File: config.mk
export PLATFORM = sky130hd
export DESIGN_NAME = writeback_demux
export DESIGN_NICKNAME = d
export VERILOG_FILES = /design/src/rtl/cpu_pkg.sv /design/src/rtl/output_port_handshake.sv /design/src/rtl/writeback_demux.sv
export SDC_FILE = /design/constraint.sdc
export NUM_CORES = 1
export LEC_CHECK = 0
export ABC_CLOCK_PERIOD_IN_PS = 1800
export CORE_MARGIN = 3
export CORE_UTILIZATION = 43
export DETAILED_ROUTE_END_ITERATION = 10
export GPL_TIMING_DRIVEN = 0
export PLACE_DENSITY = 0.78
export SLEW_MARGIN = 20
export SYNTH_ARGS = -nofsm -noshare
export SYNTH_HDL_FRONTEND = slang
export SYNTH_HIERARCHICAL = 1
export SYNTH_SLANG_ARGS = --single-unit
File: constraint.sdc
create_clock -name Clock -period 1.8 [get_ports Clock]
set_input_delay 0.54 -clock Clock [delete_from_list [all_inputs] [get_ports Clock]]
set_output_delay 0.54 -clock Clock [all_outputs]
set_load 0.05 [all_outputs]
File: src/rtl/cpu_pkg.sv
// Shared CPU datapath types: destination/operand select encoding and
// writeback FSM states.
package cpu_pkg;

  localparam int DATA_WIDTH = 8;
  localparam int WB_COUNT_W = 8;

  // Same encoding drives the B-operand source mux select.
  typedef enum logic [1:0] {
    DEST_BREG = 2'b00,
    DEST_RES1 = 2'b01,
    DEST_RES2 = 2'b10,
    DEST_OUT  = 2'b11
  } dest_sel_t;

  typedef enum logic {
    IDLE = 1'b0,
    HOLD = 1'b1
  } wb_state_t;

endpackage

File: src/rtl/output_port_handshake.sv
// Output-port side of the writeback demux: latches data for the display
// consumer and holds it (blocking further writes) until acknowledged.
import cpu_pkg::*;

module output_port_handshake #(
  parameter int DATA_WIDTH = cpu_pkg::DATA_WIDTH
) (
  input  logic                  Clock,
  input  logic                  Reset,
  input  logic                  load,
  input  logic [DATA_WIDTH-1:0] loadData,
  input  logic                  OutputAck,
  output logic                  Ready,
  output logic [DATA_WIDTH-1:0] OutputData,
  output logic                  OutputValid
);

  wb_state_t state;
  wb_state_t stateNext;

  always_ff @(posedge Clock or posedge Reset) begin
    if (Reset) begin
      state <= IDLE;
    end else begin
      state <= stateNext;
    end
  end

  always_comb begin
    stateNext = state;
    case (state)
      IDLE:    if (load) stateNext = HOLD;
      HOLD:    if (OutputAck) stateNext = IDLE;
      default: stateNext = IDLE;
    endcase
  end

  // Ready comes straight from the state register so the accept path has
  // no combinational dependence on OutputAck.
  assign Ready = (state == IDLE);

  always_ff @(posedge Clock or posedge Reset) begin
    if (Reset) begin
      OutputData  <= '0;
      OutputValid <= 1'b0;
    end else if (state == IDLE && load) begin
      OutputData  <= loadData;
      OutputValid <= 1'b1;
    end else if (state == HOLD && OutputAck) begin
      OutputValid <= 1'b0;
    end
  end

endmodule

File: src/rtl/writeback_demux.sv
// Writeback demux: routes the ALU result to the B register, reserved strobes
// or the handshaked output port. Optional accept counter: WRITEBACK_COUNT_EN.
import cpu_pkg::*;

module writeback_demux #(
  parameter int DATA_WIDTH = cpu_pkg::DATA_WIDTH
) (
  input  logic                  Clock,
  input  logic                  Reset,
  input  logic                  WriteValid,
  input  logic [1:0]            DestSelect,
  input  logic [DATA_WIDTH-1:0] ALUResult,
  input  logic                  OutputAck,
  output logic                  Ready,
  output logic [DATA_WIDTH-1:0] BRegister,
  output logic [DATA_WIDTH-1:0] ReservedData,
  output logic                  Reserved_1Strobe,
  output logic                  Reserved_2Strobe,
  output logic [DATA_WIDTH-1:0] OutputData,
  output logic                  OutputValid
`ifdef WRITEBACK_COUNT_EN
  ,
  output logic [WB_COUNT_W-1:0] WritebackCount
`endif
);

  dest_sel_t dest;
  logic      accept;

  assign dest   = dest_sel_t'(DestSelect);
  assign accept = WriteValid && Ready;

  output_port_handshake #(
    .DATA_WIDTH(DATA_WIDTH)
  ) uOutPort (
    .Clock      (Clock),
    .Reset      (Reset),
    .load       (accept && dest == DEST_OUT),
    .loadData   (ALUResult),
    .OutputAck  (OutputAck),
    .Ready      (Ready),
    .OutputData (OutputData),
    .OutputValid(OutputValid)
  );

  always_ff @(posedge Clock or posedge Reset) begin
    if (Reset) begin
      BRegister    <= '0;
      ReservedData <= '0;
    end else if (accept) begin
      case (dest)
        DEST_BREG:            BRegister    <= ALUResult;
        DEST_RES1, DEST_RES2: ReservedData <= ALUResult;
        default:              ;
      endcase
    end
  end

  // Strobes are recomputed every cycle, so they fall on their own unless
  // another same-destination write is accepted.
  always_ff @(posedge Clock or posedge Reset) begin
    if (Reset) begin
      Reserved_1Strobe <= 1'b0;
      Reserved_2Strobe <= 1'b0;
    end else begin
      Reserved_1Strobe <= accept && dest == DEST_RES1;
      Reserved_2Strobe <= accept && dest == DEST_RES2;
    end
  end

`ifdef WRITEBACK_COUNT_EN
  function automatic logic [WB_COUNT_W-1:0] satInc(input logic [WB_COUNT_W-1:0] v);
    return (v == '1) ? v : v + 1'b1;
  endfunction

  always_ff @(posedge Clock or posedge Reset) begin
    if (Reset) begin
      WritebackCount <= '0;
    end else if (accept) begin
      WritebackCount <= satInc(WritebackCount);
    end
  end
`endif

endmodule

==> metrics.txt, run 1 <==
synth cell count leaders=dfrtp_1, mux2_2, mux2_4, inv_1, ha_1; core area=0.00252 sq mm; non-filler instance count after layout=146; total track usage=0.148; max-slew violation count=0; sequential fraction of the synthesis area=0.608; DRT iter0 DRCs=11; die height=57.8 um; status=completed; TritonRoute pass-1 iters=2; Top-Level Pins=42; CP Cell Sequence=clkdlybuf4s15_1; sequential cell area=701 sq um; ANT nets after route=0; highest clock rate=570 MHz; period utilization=0.975; WP data arrival=1.21 ns; H-tree level count=1; path type of the worst min-delay path=primary input to async pin; # rows=18; register-to-register setup slack=0.29 ns; Syn Nets=89; most frequent cell after synthesis=dfrtp_1; Post-Place Cell Area=0.00160 sq mm; Required @ worst endpoint=1.26 ns; first-pass GRT wire length=3680 um; Synth cell types=12; Chip Width=57.8 um; Synth warnings=6; GR Overflow Total=0; final net count=135; Slew @ Worst Pin=0.691 ns; fillers=230; WL final=2310 um; area leader, netlist=dfrtp_1; Num CTS Buffers=3; crit path launch type=flip-flop; post-synthesis instance total=71; layout cells sized above 1=0.457; top_reg_cell synth=dfrtp_1; Wirelength per Cell=15.8 um; Multi-input gate area=429 sq um; Hold Slack=0.494 ns; gpl congestion=0.644; Seq cells post-synth=28; Final Hold Vio Count=0; clk root buf=clkbuf_4; DR vias=728; number of synthesized flops with an enable pin=0; total of max-cap violations=0; Mean Syn Cell Area=16.2 sq um; cts-stage hold buffer count=0; Post-Syn Area=0.00115 sq mm; CTS Buffer Depth=2; vias in the first global route=807; CP Class=flip-flop to output port; DP HPWL=1720 um; Synth async-reset ratio=1.00; RSZ-0062 raised after global routing=false; CTS tree=done; largest cells by area after synthesis=dfrtp_1, mux2_2, mux2_4, ha_1, and3_2; Top delay family on crit path=buffers and inverters; pin count of the biggest net entering global routing=19; Clk Latency, worst-skew pair=0.33 ns; Buf/Inv on CP=1; nature of the critical path endpoint=output port; area grow syn2layout=37.2%; residual DRC count=0; clk_skew=0.00870 ns; effective utilization at floorplan=0.457; final instance area=0.00158 sq mm; Yosys top cell area share=0.608; Setup TNS Final=0 ns; Critical Path Fanout Max=2; placed insts=142; CP max stage delay=0.51 ns; via/cell ratio=4.99; initial antenna violation count=0; clock-pin slew of the registers on the worst-case setup and hold paths=0.15 ns; Final setup viols=0; minimum clock period=1.75 ns; Max-slew headroom=0.539; Slowest-stage cell, CP=clkdlybuf4s15_1; clock sinks=28; diodes inserted=0; Die ar.=0.00334 sq mm; IO Port Bufs=41
-- worst paths after layout --
check                                                 startpoint                                  to  cells past startpoint
worst max-delay path                    BRegister[2]$_DFFE_PP0P_                        BRegister[2]                      1
worst min-delay path                                       Reset  uOutPort/OutputData[4]$_DFFE_PP0P_                      2
worst max register to register          uOutPort/state$_DFF_PP0_  uOutPort/OutputData[2]$_DFFE_PP0P_                      5
worst min register to register  uOutPort/OutputValid$_DFFE_PP0P_    uOutPort/OutputValid$_DFFE_PP0P_                      1
max in group asynchronous                                  Reset         ReservedData[2]$_DFFE_PP0P_                      2
min in group Clock              uOutPort/OutputValid$_DFFE_PP0P_    uOutPort/OutputValid$_DFFE_PP0P_                      1
-- metrics by stage --
step	worst slack, ns	util
3_5_place_dp	-0.370	0.634
4_1_cts	-0.0115	0.646
5_1_grt	0.00189	0.627
3_3_place_gp	-0.298	0.634
2_1_floorplan	0.0240	-
6_report	0.0455	0.627
-- routing by layer --
metal / up-vias / wire length, um / GRT usage
met5: - / 0 / 0
met4: 0 / 21 / 0.0596
met3: 2 / 163 / 0.0445
met2: 22 / 1250 / 0.263
met1: 369 / 879 / 0.165
li1: 335 / - / -
-- timing repair --
action                                  4_1_cts  5_1_grt
resized for setup                            41       37
setup buffers                                 0        0
endpoints found under the setup margin       40       34
-- sequential cells by signal, summed over array words and instances (netlist names) --
name / cells
BRegister: 8
ReservedData: 8
uOutPort/OutputData: 8
uOutPort/state: 1
Reserved_2Strobe: 1
Reserved_1Strobe: 1
uOutPort/OutputValid: 1
-- placed cells by master (no fill, tap or decap) --
master,Yosys,routed
buf_6,1,1
inv_2,0,1
clkdlybuf4s15_1,0,10
o21a_1,1,1
nand3_2,2,1
clkbuf_2,0,15
dlymetal6s2s_1,0,1
nand3_4,0,1
mux2_4,8,8
dfrtp_1,28,28
clkdlybuf4s50_1,0,11
buf_4,0,1
mux2_2,16,16
bufinv_16,0,1
a21o_2,1,1
ha_1,4,4
dlygate4sd2_1,0,3
inv_1,5,4
nor2b_2,1,1
and3_2,3,3
clkbuf_4,0,3
nand2_1,1,1
-- final cells by class --
type / count / share of cell area
Inverter: 5 / 0.0119
Multi-Input combinational cell: 37 / 0.271
Timing Repair Buffer: 41 / 0.210
Clock inverter: 1 / 0.0190
Sequential cell: 28 / 0.443
Buffer: 1 / 0.00712
Clock buffer: 3 / 0.0142
Tap cell: 30 / 0.0237
-- cells by family (layout without fill, tap and decap cells) --
kind of cell | after synthesis | in the layout | share of synthesized area
adder cells (fa/ha/maj) | 4 | 4 | 0.0434
AO/OA/AOI/OAI | 2 | 2 | 0.0141
AND/OR/NAND/NOR | 7 | 7 | 0.0478
multiplexers | 24 | 24 | 0.261
flip-flops | 28 | 28 | 0.608
buffers and inverters | 6 | 51 | 0.0261
Power of run 1 is left out: the tool's default activity adds up to more than one toggle a clock period on the data nets, which glitch-free logic cannot reach.
==> inputs of run 2 (changes only) <==
--- a/config.mk
+++ b/config.mk
@@ -8,6 +8,7 @@
 export ABC_CLOCK_PERIOD_IN_PS = 1800
 export CORE_MARGIN = 3
 export CORE_UTILIZATION = 43
+export CTS_CLUSTER_DIAMETER = 100
 export DETAILED_ROUTE_END_ITERATION = 10
 export GPL_TIMING_DRIVEN = 0
 export PLACE_DENSITY = 0.78
==> results of run 2 <==
No change in the layout: final DEF, timing and power equal those of run 1.
Power of run 2 is left out for the same reason.
==> patch, RTL diff (config.mk and constraints of run 2) <==
`DATA_WIDTH`: 8 -> 6.
--- a/src/rtl/cpu_pkg.sv
+++ b/src/rtl/cpu_pkg.sv
@@ -3,5 +3,5 @@
 package cpu_pkg;
 
-  localparam int DATA_WIDTH = 8;
+  localparam int DATA_WIDTH = 6;
   localparam int WB_COUNT_W = 8;
 
Ports: changed (resized ALUResult, BRegister, OutputData and ReservedData); port bits go from 42 to 34. No check against the original RTL was run, so the function may have changed too.
==> patch against run 2 <==
  * Sequential cell count shrank 6
  * Worst hold slack improved by 0.018 ns
  * Worst setup slack worse by 0.019 ns
  * Cell area decreased by 17%
  * Wire length fell by 23%
  * Synthesized area fell by 20%
  * Fmax fell by 1.1%
  * Clock skew increased by 0.0026 ns
  * Count of clock-buffer cells in the layout is the same
  * Largest cell class unchanged
  * Highest routed layer unchanged
==> patch: results <==
{
  "route.met2.wl_um": 930,
  "synth_top_cells_by_count": "dfrtp_1, mux2_2, inv_1, mux2_4, ha_1",
  "place.gp.congestion": 0.719,
  "crit_fanout": 7,
  "crit_type": "in2reg",
  "yosys.area_share.adder_pct": 5.45,
  "grt_use_met1_pct": 19.2,
  "drive_gt1_share_pct": 30.9,
  "synth-compound-area-share_pct": 1.50,
  "muxShareOfSynthArea_pct": 24.5,
  "grt.met2_usage_pct": 25.5,
  "portBuffers": 33,
  "slowest_stage": "clkdlybuf4s50_1",
  "nets": 114,
  "grt_usage_pct": 15.8,
  "hold_path_class": "reg2reg",
  "synth-seq-area-share_pct": 59.9,
  "drt-total-wl_um": 1780,
  "worstPathArrival_ns": 1.97,
  "grt_pass1_wl_um": 3080,
  "root_buffer": "clkbuf_4",
  "finalCriticalPeriod_ns": 1.77,
  "drt_iter0_drc": 3,
  "path_clk_slew_ns": 0.11,
  "grt_max_degree": 15,
  "outcome": "finished clean",
  "synth_cell_types": 12,
  "syn-num-nets": 76,
  "pre_cts_slack_ns": -0.394,
  "grt_pass1_vias": 628,
  "vias": 596,
  "reg_top3": "BRegister x6, ReservedData x6, uOutPort/OutputData x6",
  "setup.worst_path.start": "DestSelect[1]",
  "finClkSkew_ns": 0.0113,
  "dp_hpwl_um": 1390,
  "slew-limit-headroom_pct": 64.4,
  "synth_ff_type": "dfrtp_1",
  "ys_top_cells_by_area": "dfrtp_1, mux2_2, mux2_4, ha_1, and3_2",
  "crit_family": "buffers and inverters",
  "postCtsSetupBuffers": 0,
  "cts_resized": 25,
  "drc": 0,
  "whs_ns": 0.512,
  "clkLatencyLatePin_ns": 0.30,
  "grt_use_met3_pct": 8.26
}
patch: per-stage QoR:
step / cells / utilization [%] / instance area [um2]
final: 124 / 66.5 / 1320
after global routing: 124 / 66.5 / 1320
after CTS: 124 / 66.4 / 1320
after detailed placement: 120 / 64.7 / 1280
after global placement: 120 / 64.7 / 1280
after floorplan: 60 / - / 918
patch: power groups by stage:
stage	sequential, mW	clock [mW]	combinational (mW)
after floorplan	1.04	0	0.155
after global placement	0.667	0	0.807
after detailed placement	0.669	0	0.817
after CTS	0.657	0.381	0.744
after global routing	0.672	0.400	0.776
final	0.657	0.368	0.740
patch: layout make-up:
| cell class | count | area, um2 |
|---|---|---|
| repair buffers | 33 | 308 |
| flip-flops and latches | 22 | 551 |
| clock buffers | 3 | 22.5 |
| clock inverters | 1 | 30.0 |
| multi-input cells | 31 | 339 |
| inverters | 6 | 22.5 |
| plain buffers | 1 | 11.3 |
| well taps | 27 | 33.8 |
| fillers | 150 | 664 |
